### src/rtl/multicycle_ctrl_fsm.sv
// rtl/multicycle_ctrl_fsm.sv - multicycle RV32 sequencing FSM with unified memory handshake and watchdog
module multicycle_ctrl_fsm #(
    parameter int WAIT_MAX = 16
) (
    input  logic       clk_i,
    input  logic       reset_i,
    input  logic [6:0] opcode_i,
    input  logic [2:0] funct3_i,
    input  logic       zero_i,
    input  logic       alu_lsb_i,
    input  logic       mem_ready_i,
    output logic       mem_req_o,
    output logic       memwrite_o,
    output logic       iord_o,
    output logic       irwrite_o,
    output logic       pcwrite_o,
    output logic       pcsrc_o,
    output logic       regwrite_o,
    output logic [1:0] alusrc_a_o,
    output logic [1:0] alusrc_b_o,
    output logic [1:0] aluop_o,
    output logic [1:0] resultsrc_o,
    output logic       trap_o
);

    localparam logic [6:0] OP_R     = 7'b0110011;
    localparam logic [6:0] OP_I     = 7'b0010011;
    localparam logic [6:0] OP_LOAD  = 7'b0000011;
    localparam logic [6:0] OP_STORE = 7'b0100011;
    localparam logic [6:0] OP_BR    = 7'b1100011;
    localparam logic [6:0] OP_JAL   = 7'b1101111;
    localparam logic [6:0] OP_AUIPC = 7'b0010111;
    localparam logic [4:0] WAIT_LAST = 5'(WAIT_MAX - 1);

    typedef enum logic [3:0] {
        RESET_S, FETCH, DECODE, EXEC_R, EXEC_I, MEM_ADDR, MEM_RD, MEM_WR,
        WB_ALU, WB_MEM, BRANCH, JAL, AUIPC, HALT
    } state_e;

    state_e     state_q, state_d;
    logic       trap_q, trap_d;
    logic [4:0] wait_q, wait_d;

    always_ff @(posedge clk_i) begin
        if (!reset_i) begin
            state_q <= RESET_S;
            trap_q  <= 1'b0;
            wait_q  <= 5'd0;
        end else begin
            state_q <= state_d;
            trap_q  <= trap_d;
            wait_q  <= wait_d;
        end
    end

    always_comb begin
        state_d     = state_q;
        mem_req_o   = 1'b0;
        memwrite_o  = 1'b0;
        iord_o      = 1'b0;
        irwrite_o   = 1'b0;
        pcwrite_o   = 1'b0;
        pcsrc_o     = 1'b0;
        regwrite_o  = 1'b0;
        alusrc_a_o  = 2'b00;
        alusrc_b_o  = 2'b00;
        aluop_o     = 2'b00;
        resultsrc_o = 2'b00;
        case (state_q)
            RESET_S: state_d = FETCH;
            FETCH: begin
                mem_req_o  = 1'b1;
                alusrc_b_o = 2'b10;
                if (mem_ready_i) begin
                    irwrite_o = 1'b1;
                    pcwrite_o = 1'b1;
                    state_d   = DECODE;
                end
            end
            DECODE: begin
                alusrc_a_o = 2'b01;
                alusrc_b_o = 2'b01;
                case (opcode_i)
                    OP_R:              state_d = EXEC_R;
                    OP_I:              state_d = EXEC_I;
                    OP_LOAD, OP_STORE: state_d = MEM_ADDR;
                    OP_BR:             state_d = BRANCH;
                    OP_JAL:            state_d = JAL;
                    OP_AUIPC:          state_d = AUIPC;
                    default:           state_d = HALT;
                endcase
            end
            EXEC_R: begin
                alusrc_a_o = 2'b10;
                aluop_o    = 2'b10;
                state_d    = WB_ALU;
            end
            EXEC_I: begin
                alusrc_a_o = 2'b10;
                alusrc_b_o = 2'b01;
                aluop_o    = 2'b10;
                state_d    = WB_ALU;
            end
            WB_ALU: begin
                regwrite_o = 1'b1;
                state_d    = FETCH;
            end
            MEM_ADDR: begin
                alusrc_a_o = 2'b10;
                alusrc_b_o = 2'b01;
                state_d    = (opcode_i == OP_LOAD) ? MEM_RD : MEM_WR;
            end
            MEM_RD: begin
                mem_req_o = 1'b1;
                iord_o    = 1'b1;
                if (mem_ready_i) state_d = WB_MEM;
            end
            MEM_WR: begin
                mem_req_o  = 1'b1;
                memwrite_o = 1'b1;
                iord_o     = 1'b1;
                if (mem_ready_i) state_d = FETCH;
            end
            WB_MEM: begin
                regwrite_o  = 1'b1;
                resultsrc_o = 2'b01;
                state_d     = FETCH;
            end
            BRANCH: begin
                alusrc_a_o = 2'b10;
                aluop_o    = 2'b01;
                pcsrc_o    = 1'b1;
                // Only beq (zero) and blt (SLT result bit) are supported branch kinds.
                pcwrite_o  = (funct3_i == 3'b000) ? zero_i :
                             (funct3_i == 3'b100) ? alu_lsb_i : 1'b0;
                state_d    = FETCH;
            end
            JAL: begin
                regwrite_o  = 1'b1;
                resultsrc_o = 2'b10;
                alusrc_a_o  = 2'b01;
                alusrc_b_o  = 2'b10;
                pcwrite_o   = 1'b1;
                pcsrc_o     = 1'b1;
                state_d     = FETCH;
            end
            AUIPC: begin
                regwrite_o = 1'b1;
                state_d    = FETCH;
            end
            HALT:    state_d = HALT;
            default: state_d = HALT;
        endcase

        // An unanswered access that has exhausted its budget is abandoned, not retried.
        if ((WAIT_MAX != 0) && mem_req_o && !mem_ready_i && (wait_q == WAIT_LAST))
            state_d = HALT;
    end

    always_comb begin
        trap_d = trap_q | (state_d == HALT);
        if (state_d != state_q)
            wait_d = 5'd0;
        else if (mem_req_o && !mem_ready_i)
            wait_d = wait_q + 5'd1;
        else
            wait_d = wait_q;
    end

    assign trap_o = trap_q;

endmodule
### config.mk
export PLATFORM = sky130hd
export DESIGN_NAME = multicycle_ctrl_fsm
export DESIGN_NICKNAME = d
export VERILOG_FILES = /design/src/rtl/multicycle_ctrl_fsm.sv
export SDC_FILE = /design/constraint.sdc
export NUM_CORES = 1
export LEC_CHECK = 0
export CORE_ASPECT_RATIO = 1.2
export CORE_UTILIZATION = 38
export DETAILED_ROUTE_END_ITERATION = 6
export PLACE_DENSITY = 0.69
export SLEW_MARGIN = 40
export SYNTH_ARGS = -nofsm -noshare
export SYNTH_HDL_FRONTEND = slang
export SYNTH_SLANG_ARGS = --single-unit
### constraint.sdc
create_clock -name clk_i -period 3 [get_ports clk_i]
set_clock_uncertainty 0.05 [all_clocks]
set_input_delay 0.6 -clock clk_i [delete_from_list [all_inputs] [get_ports clk_i]]
set_output_delay 0.6 -clock clk_i [all_outputs]
set_load 0.01 [all_outputs]
== Word-level counts from Yosys, hierarchy flattened ==
Cells that the tools add are included.
Storage, ports and cells
  input bits: 15
  register bits after elaboration: 10
  output and inout port bits: 16
Operators by class
  reduce and logical (&&, ||, !) cells: 17
  add/subtract/negate cells: 1
  bitwise logic cells: 2
  mux-type cells: 21
  eq/ne operators: 23
Operator list (count)
  $pmux 4 s7: 1
  $eq 4x4->1 const B: 6
  $pmux 4 s6: 1
  $eq 4x3->1 const B: 4
  $mux 4: 4
  $pmux 2 s2: 4
  $eq 7x5->1 const B: 2
  $eq 7x6->1 const B: 2
  $eq 7x7->1 const B: 2
  $reduce_or 2->1: 7
  $mux 1: 10
  $eq 4x2->1 const B: 2
  $reduce_or 4->1: 2
  $eq 7x2->1 const B: 1
  $reduce_or 3->1: 2
  $reduce_or 6->1: 1
  $add 5x1->5 const B: 1
  $eq 5x4->1 const B: 1
  $eq 4x1->1 const B: 1
  $logic_not 4->1: 1
  $ne 4x4->1: 1
  $eq 3x3->1 const B: 1
  $logic_not 3->1: 1
  $pmux 1 s3: 1
  4 further kinds: 5

== Depth between registers and ports, before layout ==
Gate-level depths: netlist of the first run.
  word-level depth: 8
  depth in mapped cells: 8

== Worst setup path after synthesis of the first run ==
OpenSTA, ideal clock, no wires.
  kind: input-to-reg
  from: input port opcode_i[3]
  to: register wait_q[4]
  path buffers: 0
  cell stages on the path: 5
  path slack: 816 ps
  data arrival time: 2034 ps
  cell sequence: nand3b_1 -> or3_1 -> a222oi_1 -> a31oi_2 -> a2111oi_4
On the way
  cells in the longest elaborated chain, start to end: 7
Ends and longest elaborated chain
  from (decl): RTL line 7  | input logic [6:0] opcode_i,
  $eq 7x2->1 or $eq 7x6->1 (tied branches): RTL line 83, 111
  $reduce_or 2->1: RTL line 83  | case (opcode_i)
  $pmux 4 s6: RTL line 83
  $pmux 4 s7 (*): RTL line 69  | case (state_q)
  $mux 4 (*): RTL line 156  | if ((WAIT_MAX != 0) && mem_req_o && !mem_ready_i && (wait_q == WAIT_LAST))
  $ne 4x4->1 (*): RTL line 162  | if (state_d != state_q)
  $reduce_or 2->1 (no line) (*)
  to (signal assigned): RTL line 52  | wait_q <= wait_d;
  to (decl): RTL line 42  | logic [4:0] wait_q, wait_d;
Every way passes the cells marked *; elsewhere a longest branch is shown, timed or not.
A chain may end at the register's enable or synchronous reset.

== Worst setup path in the final report of the first run ==
  from: register state_q[1]
  to: output port alusrc_a_o[0]
On the way
  cells in the longest elaborated chain, start to end: 3
Ends and longest elaborated chain
  from (decl): RTL line 40  | state_e state_q, state_d;
  from (signal assigned): RTL line 50  | state_q <= state_d;
  $eq 4x4->1 (tied with other cells): RTL line 69
  $reduce_or 4->1 (no line) or $reduce_or 2->1 (tied branches)
  $pmux 2 s2 (*): RTL line 69
  to (decl): RTL line 19  | output logic [1:0] alusrc_a_o,
Marks and branches as above.

==> out/results.ini, run 1 <==
[critical_path]
slowest_stage=dfxtp_1
r2r-start=wait_q[0]
crit_chain=nor4b_2 > or2_2 > clkdlybuf4s50_1
worstSetupStartpointType=flip-flop
slowest_delay_ps=680
critPathArrivalTime_ps=2180
critPathKind=reg -> out
cp_top_family=simple AND/OR/NAND/NOR gates
cp.required_ps=2350
r2r_slack_ps=550
crit_start=state_q[1]
worst-path-buf-inv=1
critPathMaxFanout=19
crit_path_end_kind=primary output

[yosys]
ys.warnings.count=0
synth_nets=139
ys_ff_latch=10
postSynthCellCount=122
syn_area_um2=928
synth-edff-count=0
ys_async_sr_fraction=0
ys.flop_type=dfxtp_1
synth.distinct_cells=47
syn_avg_cell_area_um2=7.61
ys_seq_area_frac=0.216
synth_top_area_share=0.216
synth_area_leader_cell=dfxtp_1
synthTopCellsByArea=dfxtp_1 22%, nor2_1 5.7%, nor2b_1 4.0%, nand2_1 3.6%, a2111oi_4 3.0%

[die]
rows=19
start_util=0.403
die_h_um=56.1
core_um2=2310
ios=31
die_area_um2=2650
die_x_um=47.1

[sta]
setup_viol=0
whs_ps=439
tightest_slew_ps=675
min_period_ps=2830
max_slew_margin=0.549
setup_tns_ps=0
rsz0062_at_grt=false
slew_viol_final=0
fin_crit_sh=0.945
hold_violations=0
fmax_mhz=353

[final_layout]
drive_above_1_share=0.0993
ff_latch_area_um2=200
fin_nets=169
antenna_cells=0
multi_input_area_um2=679
areaGrowthSynthToFinish_pct=39.6
fillers=249

[status]
outcome=completed

[placed_design]
finalWeightedCongestion=0.742
place_hpwl_um=1850
numPortBuffers=30

[routing]
drt-wirelength-per-cell_um=13.0
ant_nets=0
drt-total-wl_um=2380
drt-vias-per-instance=5.56
first_iter_violations=18
via_count=1012
drtPass1Iterations=4
drc_errors=0

[clocking]
cts_sinks=10
clkTransAtPathRegs_ps=70
postCtsResizedCells=0
cts_setup_buffers=0
clk_latency_ps=270
h-tree-depth=1
numCtsBuffers=3
cts_tree=built
clockRootBuffer=clkbuf_4
cts_hold_buffers=0
cts_max_path_buffers=2

[global_route]
grt_overflow=0
grt_pass1_wl_um=3940
grt_pass1_vias=915
grt_use_total=0.199
antenna_found_initial=0
grt_max_degree=23

[worst_hold_path]
hp-class=reg -> reg
hp-start=trap_o

[flow_run]
max_cap_viol_count=0

[pwr]
ir_drop_uv=279
power_density_nw_per_um2=337
leakage_nw=0.467

worst reg2reg max path, delay by kind of cell (launching register included):
family / cells / cell delay [ps]
flip-flops: 1 / 330
AO/OA/AOI/OAI: 4 / 1060
AND/OR/NAND/NOR: 2 / 490
adder cells (fa/ha/maj): 2 / 420
final timing paths:
path                            cells after the start             to
worst min-delay path                                1         trap_o
worst min register to register                      1         trap_o
worst max-delay path                                3  alusrc_a_o[0]
worst max register to register                      8      wait_q[4]
per-layer routing:
metal  share of wire  vias up  GRT usage  routed length [um]
met5               0        -          0                   0
met4           0.012        0     0.0735                  29
met3           0.028        4     0.0195                  67
met2            0.52       24      0.333                1240
met1            0.44      479      0.251                1040
li1                -      505          -                   -
sequential cells by signal, summed over array words and instances, names as in the netlist:
register  count
trap_o        1
state_q       4
wait_q        5
cell usage in the layout, fill, tap and decap left out, types with 2 or more instances in the layout:
cell             instances
mux2i_1                  2
and3_1                   4
nor2b_1                  6
clkbuf_4                 3
or3_1                    2
a21oi_1                  5
and2_1                   3
xnor2_1                  2
o22ai_1                  3
dfxtp_1                 10
nand4_1                  2
nand2b_1                 3
nor2_1                  14
o221ai_1                 2
o21ai_1                  2
ha_1                     2
nand2_1                  9
o211ai_1                 2
a31oi_1                  2
nor3_1                   5
inv_1                    3
buf_4                    4
nor3b_1                  3
o21ai_0                  3
xor2_1                   3
clkdlybuf4s50_1         30
cells in the mapped netlist, drive strengths merged, types with 3 or more instances:
| master | number |
|---|---|
| nor2 | 14 |
| inv | 3 |
| xor2 | 3 |
| buf | 5 |
| a31oi | 3 |
| clkbuf | 4 |
| dfxtp | 10 |
| and3 | 4 |
| a21oi | 5 |
| nor2b | 6 |
| o21ai | 5 |
| and2 | 4 |
| nand2b | 3 |
| nand2 | 9 |
| o22ai | 3 |
| nor3 | 5 |
| nor3b | 3 |
power by group:
group,switching (mW),internal (mW),leakage [nW]
sequential,0.0168,0.138,0.0812
clock,0.0474,0.0738,0.0210
combinational,0.0769,0.0840,0.365
total,0.141,0.296,0.467
cell families (layout without fill, tap and decap cells):
family,after synthesis,after routing,share of synthesized area
AO/OA/AOI/OAI,30,30,0.266
XOR/XNOR,5,5,0.0472
adder cells (fa/ha/maj),2,2,0.0269
buffers and inverters,12,41,0.0526
flip-flops,10,10,0.216
multiplexers,3,3,0.0337
AND/OR/NAND/NOR,60,60,0.358
per-stage QoR:
stage / std cells / util / area (um2) / worst slack (ps) / total power [mW]
after floorplan: 122 / - / 928 / 816 / 0.249
after global placement: 178 / 0.546 / 1260 / 256 / 0.316
after detailed placement: 178 / 0.546 / 1260 / 210 / 0.318
after CTS: 182 / 0.562 / 1300 / 158 / 0.442
after global routing: 182 / 0.562 / 1300 / 40.1 / 0.461
final: 182 / 0.562 / 1300 / 166 / 0.437
layout make-up:
cell class                      count  area share
Timing Repair Buffer               34       0.255
Tap cell                           31      0.0299
Sequential cell                    10       0.154
Clock buffer                        4      0.0280
Multi-Input combinational cell    100       0.524
Inverter                            3     0.00869
No activity file was read; power rests on OpenSTA's default activity.
==> run 2, diff against run 1 <==
--- a/config.mk
+++ b/config.mk
@@ -8,7 +8,7 @@
 export CORE_ASPECT_RATIO = 1.2
 export CORE_UTILIZATION = 38
 export DETAILED_ROUTE_END_ITERATION = 6
-export PLACE_DENSITY = 0.69
+export PLACE_DENSITY = 0.79
 export SLEW_MARGIN = 40
 export SYNTH_ARGS = -nofsm -noshare
 export SYNTH_HDL_FRONTEND = slang
==> run 2 against run 1 <==
Against the previous run: maximum frequency grew 2.1%; worst hold slack lost 13 ps; sequential power shrank 4%; critical path depth grew 3; clock power is essentially flat; first-iteration DRC count grew 28%; worst setup slack gained 58 ps; largest power group unchanged; non-clock buffer count grew 3; sequential share of layout area shrank 0.26 points.
==> out/results.ini, run 2 (synthesized netlist as in run 1, its figures left out) <==
[placed_design]
numPortBuffers=30
place_hpwl_um=1930
finalWeightedCongestion=0.785
place_area_um2=1280
placed_cells=181

[routing]
via_count=1026
drc_errors=0
drtPass1Iterations=4
routed-wl-met3_um=149
drt-vias-per-instance=5.55
wirelength_met1_um=942
wl_met2_um=1330
drt-wirelength-per-cell_um=13.2
drt-total-wl_um=2440
routed.top_layer=met4
ant_nets=0
first_iter_violations=23

[global_route]
antenna_found_initial=0
grt_max_degree=16
grt_pass1_wl_um=4150
grt_overflow=0
grt_use_total=0.209
grt_pass1_vias=982

[critical_path]
critPathKind=in -> out
r2r_slack_ps=660
worst-path-buf-inv=2
r2r-start=wait_q[0]
r2r-end=wait_q[4]
reg2reg_depth=8
cpMostUsedCell=clkdlybuf4s50_1
cp_top_family=buffers and inverters
critPathMaxFanout=1
critPathArrivalTime_ps=2130
worstSetupStartpointType=input pin
crit_path_end_kind=primary output
slowest_delay_ps=550
cp.required_ps=2350
crit_chain=clkdlybuf4s50_1 > mux2i_1 > nor3_1 > o211ai_1 > a21oi_1 > clkdlybuf4s50_1
slowest_stage=clkdlybuf4s50_1

[clocking]
cts_tree=built
h-tree-depth=1
cts_max_path_buffers=2
cts_sinks=10
cts_hold_buffers=0
clockRootBuffer=clkbuf_4
postCtsResizedCells=0
numCtsBuffers=3
clk_latency_ps=270
cts_setup_buffers=0
clkTransAtPathRegs_ps=60

[final_layout]
final_common_cell=clkdlybuf4s50_1
largest_reg_flops=5
top_register=wait_q
drive_above_1_share=0.117
areaGrowthSynthToFinish_pct=42.0
antenna_cells=0
mostFrequentLayoutCells=30 x clkdlybuf4s50_1, 14 x nor2_1, 10 x dfxtp_1, 9 x nand2_1, 7 x buf_4
final_area_um2=1320
final_cells=185
fin_nets=172

[sta]
whs_ps=425
fmax_mhz=360
setup_viol=0
hold_violations=0
fin_crit_sh=0.925
slew_viol_final=0
max_slew_margin=0.573
tightest_slew_ps=641
min_period_ps=2780
rsz0062_at_grt=false
setup_tns_ps=0

[die]
die_h_um=56.1
die_x_um=47.1
die_area_um2=2650
ios=31
rows=19
start_util=0.403
core_um2=2310

[status]
outcome=completed

[pwr]
ir_drop_uv=267
switching_share=0.322
power_frac_seq=0.337
p_int_mw=0.300
combPwrFrac=0.388
power_frac_clock=0.275
power_density_nw_per_um2=336
power_switching_mw=0.143
leakage_nw=0.483

[worst_hold_path]
min_to=trap_o
hp-start=trap_o
hp-class=reg -> reg
holdPathStages=1

[flow_run]
max_cap_viol_count=0

[run 2: cell types whose count changed in the layout (fill, tap and decap cells not counted)]
cell   previous run  this run
buf_4             4         7
[run 2: worst max-delay path by stage]
stage	from	to	slack [ps]	depth (start not counted)
3_5_place_dp	funct3_i[2]	pcwrite_o	210	6
4_1_cts	funct3_i[2]	pcwrite_o	200	6
5_1_grt	funct3_i[2]	pcwrite_o	110	6
2_1_floorplan	opcode_i[3]	wait_q[4]	820	5
6_report	funct3_i[2]	pcwrite_o	220	6
3_3_place_gp	funct3_i[2]	pcwrite_o	280	6
[run 2: worst reg2reg max path, stage by stage, from the launching register on]
cell	delay (ps)
dfxtp_1	330
ha_1	220
and3_1	180
ha_1	200
or3_1	300
a31oi_1	220
o32a_1	190
o221ai_1	280
a2111oi_4	280
[run 2: cell type report]
class                           count  area, um2
Clock buffer                        4       36.3
Fill cell                         227        987
Tap cell                           31       38.8
Inverter                            3       11.3
Sequential cell                    10        200
Multi-Input combinational cell    100        679
Timing Repair Buffer               37        353
[run 2: power groups by stage]
stage               combinational, mW  sequential [mW]  clock, mW
finish                          0.172            0.149      0.122
global route                    0.189            0.151      0.132
global placement                0.166            0.152          0
CTS                             0.172            0.149      0.125
detailed placement              0.171            0.153          0
floorplan                       0.106            0.143          0
[run 2: routing by layer]
metal  global-route usage  vias to the layer above
li1                     -                      512
met1                0.234                      470
met2                0.399                       42
met3              0.00974                        2
met4               0.0490                        0
met5                    0                        -
[run 2: metrics by stage]
stage                     utilization  setup slack (ps)  power [mW]
final                           0.572               224       0.443
after CTS                       0.572               197       0.446
after detailed placement        0.556               207       0.323
after floorplan                     -               816       0.249
after global routing            0.572               111       0.472
after global placement          0.556               276       0.318
==> run 3, diff against run 2 <==
--- a/config.mk
+++ b/config.mk
@@ -7,6 +7,7 @@
 export LEC_CHECK = 0
 export CORE_ASPECT_RATIO = 1.2
 export CORE_UTILIZATION = 38
+export CTS_BUF_LIST = sky130_fd_sc_hd__clkbuf_16
 export DETAILED_ROUTE_END_ITERATION = 6
 export PLACE_DENSITY = 0.79
 export SLEW_MARGIN = 40
==> run 3 against run 2 <==
Against the previous run: critical path depth did not move; worst hold slack got worse by 5.8 ps; sequential power barely moved; largest power group is now clock; maximum frequency barely moved; power rose by 26%.
==> out/results.ini, run 3 (synthesized netlist as in run 1, its figures left out) <==
[sta]
setup_tns_ps=0
rsz0062_at_grt=false
slew_viol_final=0
max_slew_margin=0.582
min_period_ps=2780
hold_violations=0
setup_viol=0
fin_crit_sh=0.925
fmax_mhz=360
tightest_slew_ps=627

[die]
die_h_um=56.1
core_um2=2310
start_util=0.403
die_x_um=47.1
rows=19
ios=31
die_area_um2=2650

[status]
outcome=completed

[critical_path]
r2r_slack_ps=670
crit_path_end_kind=primary output
cp_top_family=buffers and inverters
r2r-start=wait_q[0]
worstSetupStartpointType=input pin
slowest_delay_ps=550
slowest_stage=clkdlybuf4s50_1
worst-path-buf-inv=2
critPathKind=in -> out
critPathMaxFanout=1
reg2reg_depth=8
crit_chain=clkdlybuf4s50_1 > mux2i_1 > nor3_1 > o211ai_1 > a21oi_1 > clkdlybuf4s50_1
critPathArrivalTime_ps=2130
r2r-end=wait_q[4]
cp.required_ps=2350
cpMostUsedCell=clkdlybuf4s50_1

[routing]
drtPass1Iterations=4
ant_nets=0
via_count=1028
drt-wirelength-per-cell_um=13.3
first_iter_violations=20
drt-vias-per-instance=5.56
drc_errors=0
drt-total-wl_um=2460

[global_route]
use_met2=0.381
grt_pass1_wl_um=4170
grt_pass1_vias=983
grt_use_total=0.215
grt_overflow=0
use_met1=0.240
busiest_layer=met2
grt_max_degree=16
antenna_found_initial=0
use_met3=0.0292

[clocking]
h-tree-depth=1
clockRootBuffer=clkbuf_16
clk_latency_ps=240
clkTransAtPathRegs_ps=40
cts_sinks=10
cts_tree=built
numCtsBuffers=3
cts_hold_buffers=0
cts_setup_buffers=0
cts_max_path_buffers=2
postCtsResizedCells=0

[pwr]
ir_drop_uv=410
power_frac_seq=0.269
p_int_mw=0.402
power_switching_mw=0.158
power_density_nw_per_um2=411
leakage_nw=0.500
combPwrFrac=0.307
power_frac_clock=0.425
switching_share=0.282

[flow_run]
max_cap_viol_count=0

[worst_hold_path]
holdPathStages=1
hp-class=reg -> reg
hp-start=trap_o
min_to=trap_o

[final_layout]
fin_nets=172
final_common_cell=clkdlybuf4s50_1
areaGrowthSynthToFinish_pct=46.6
top_register=wait_q
antenna_cells=0
fillers=223
mostFrequentLayoutCells=30 x clkdlybuf4s50_1, 14 x nor2_1, 10 x dfxtp_1, 9 x nand2_1, 7 x buf_4
drive_above_1_share=0.110
final_cells=185
largest_reg_flops=5

[placed_design]
placed_cells=181
numPortBuffers=30
finalWeightedCongestion=0.785
place_hpwl_um=1930

## run 3: cell types whose count changed in the layout (fill, tap and decap cells not counted), sizes merged
cell    delta
clkinv     +1
clkbuf     -1
## run 3: cell type report
| type | instances | area (um2) | area share |
|---|---|---|---|
| inverter | 3 | 11.3 | 0.00827 |
| clock inverter | 1 | 3.75 | 0.00276 |
| timing repair buffer | 37 | 353 | 0.259 |
| sequential | 10 | 200 | 0.147 |
| tap | 31 | 38.8 | 0.0285 |
| multi-input combinational | 100 | 679 | 0.499 |
| clock buffer | 3 | 75.1 | 0.0551 |
## run 3: layer usage
metal  vias up  part of all wire
met1       472              0.39
met4         0             0.027
met5         -                 0
met3         7             0.057
met2        37              0.53
li1        512                 -
## run 3: worst max-delay path by stage
stage                            from        end  slack [ps]  cells after the start
after global routing      funct3_i[2]  pcwrite_o         110                      6
after floorplan           opcode_i[3]  wait_q[4]         820                      5
after CTS                 funct3_i[2]  pcwrite_o         200                      6
after global placement    funct3_i[2]  pcwrite_o         280                      6
after detailed placement  funct3_i[2]  pcwrite_o         210                      6
final                     funct3_i[2]  pcwrite_o         220                      6
## run 3: stage by stage
step            util  instance area (um2)  hold WS [ps]  total power [mW]  setup WS [ps]
2_1_floorplan      -                  928           460             0.249            816
3_3_place_gp   0.556                 1280           405             0.318            276
3_5_place_dp   0.556                 1280           414             0.323            207
4_1_cts        0.590                 1360           423             0.565            197
5_1_grt        0.590                 1360           462             0.592            111
6_report       0.590                 1360           420             0.560            224
## run 3: power groups by stage
| stage | sequential [mW] | combinational, mW | clock (mW) |
|---|---|---|---|
| 2_1_floorplan | 0.143 | 0.106 | 0 |
| 3_3_place_gp | 0.152 | 0.166 | 0 |
| 3_5_place_dp | 0.153 | 0.171 | 0 |
| 4_1_cts | 0.150 | 0.172 | 0.243 |
| 5_1_grt | 0.151 | 0.188 | 0.253 |
| 6_report | 0.150 | 0.172 | 0.238 |
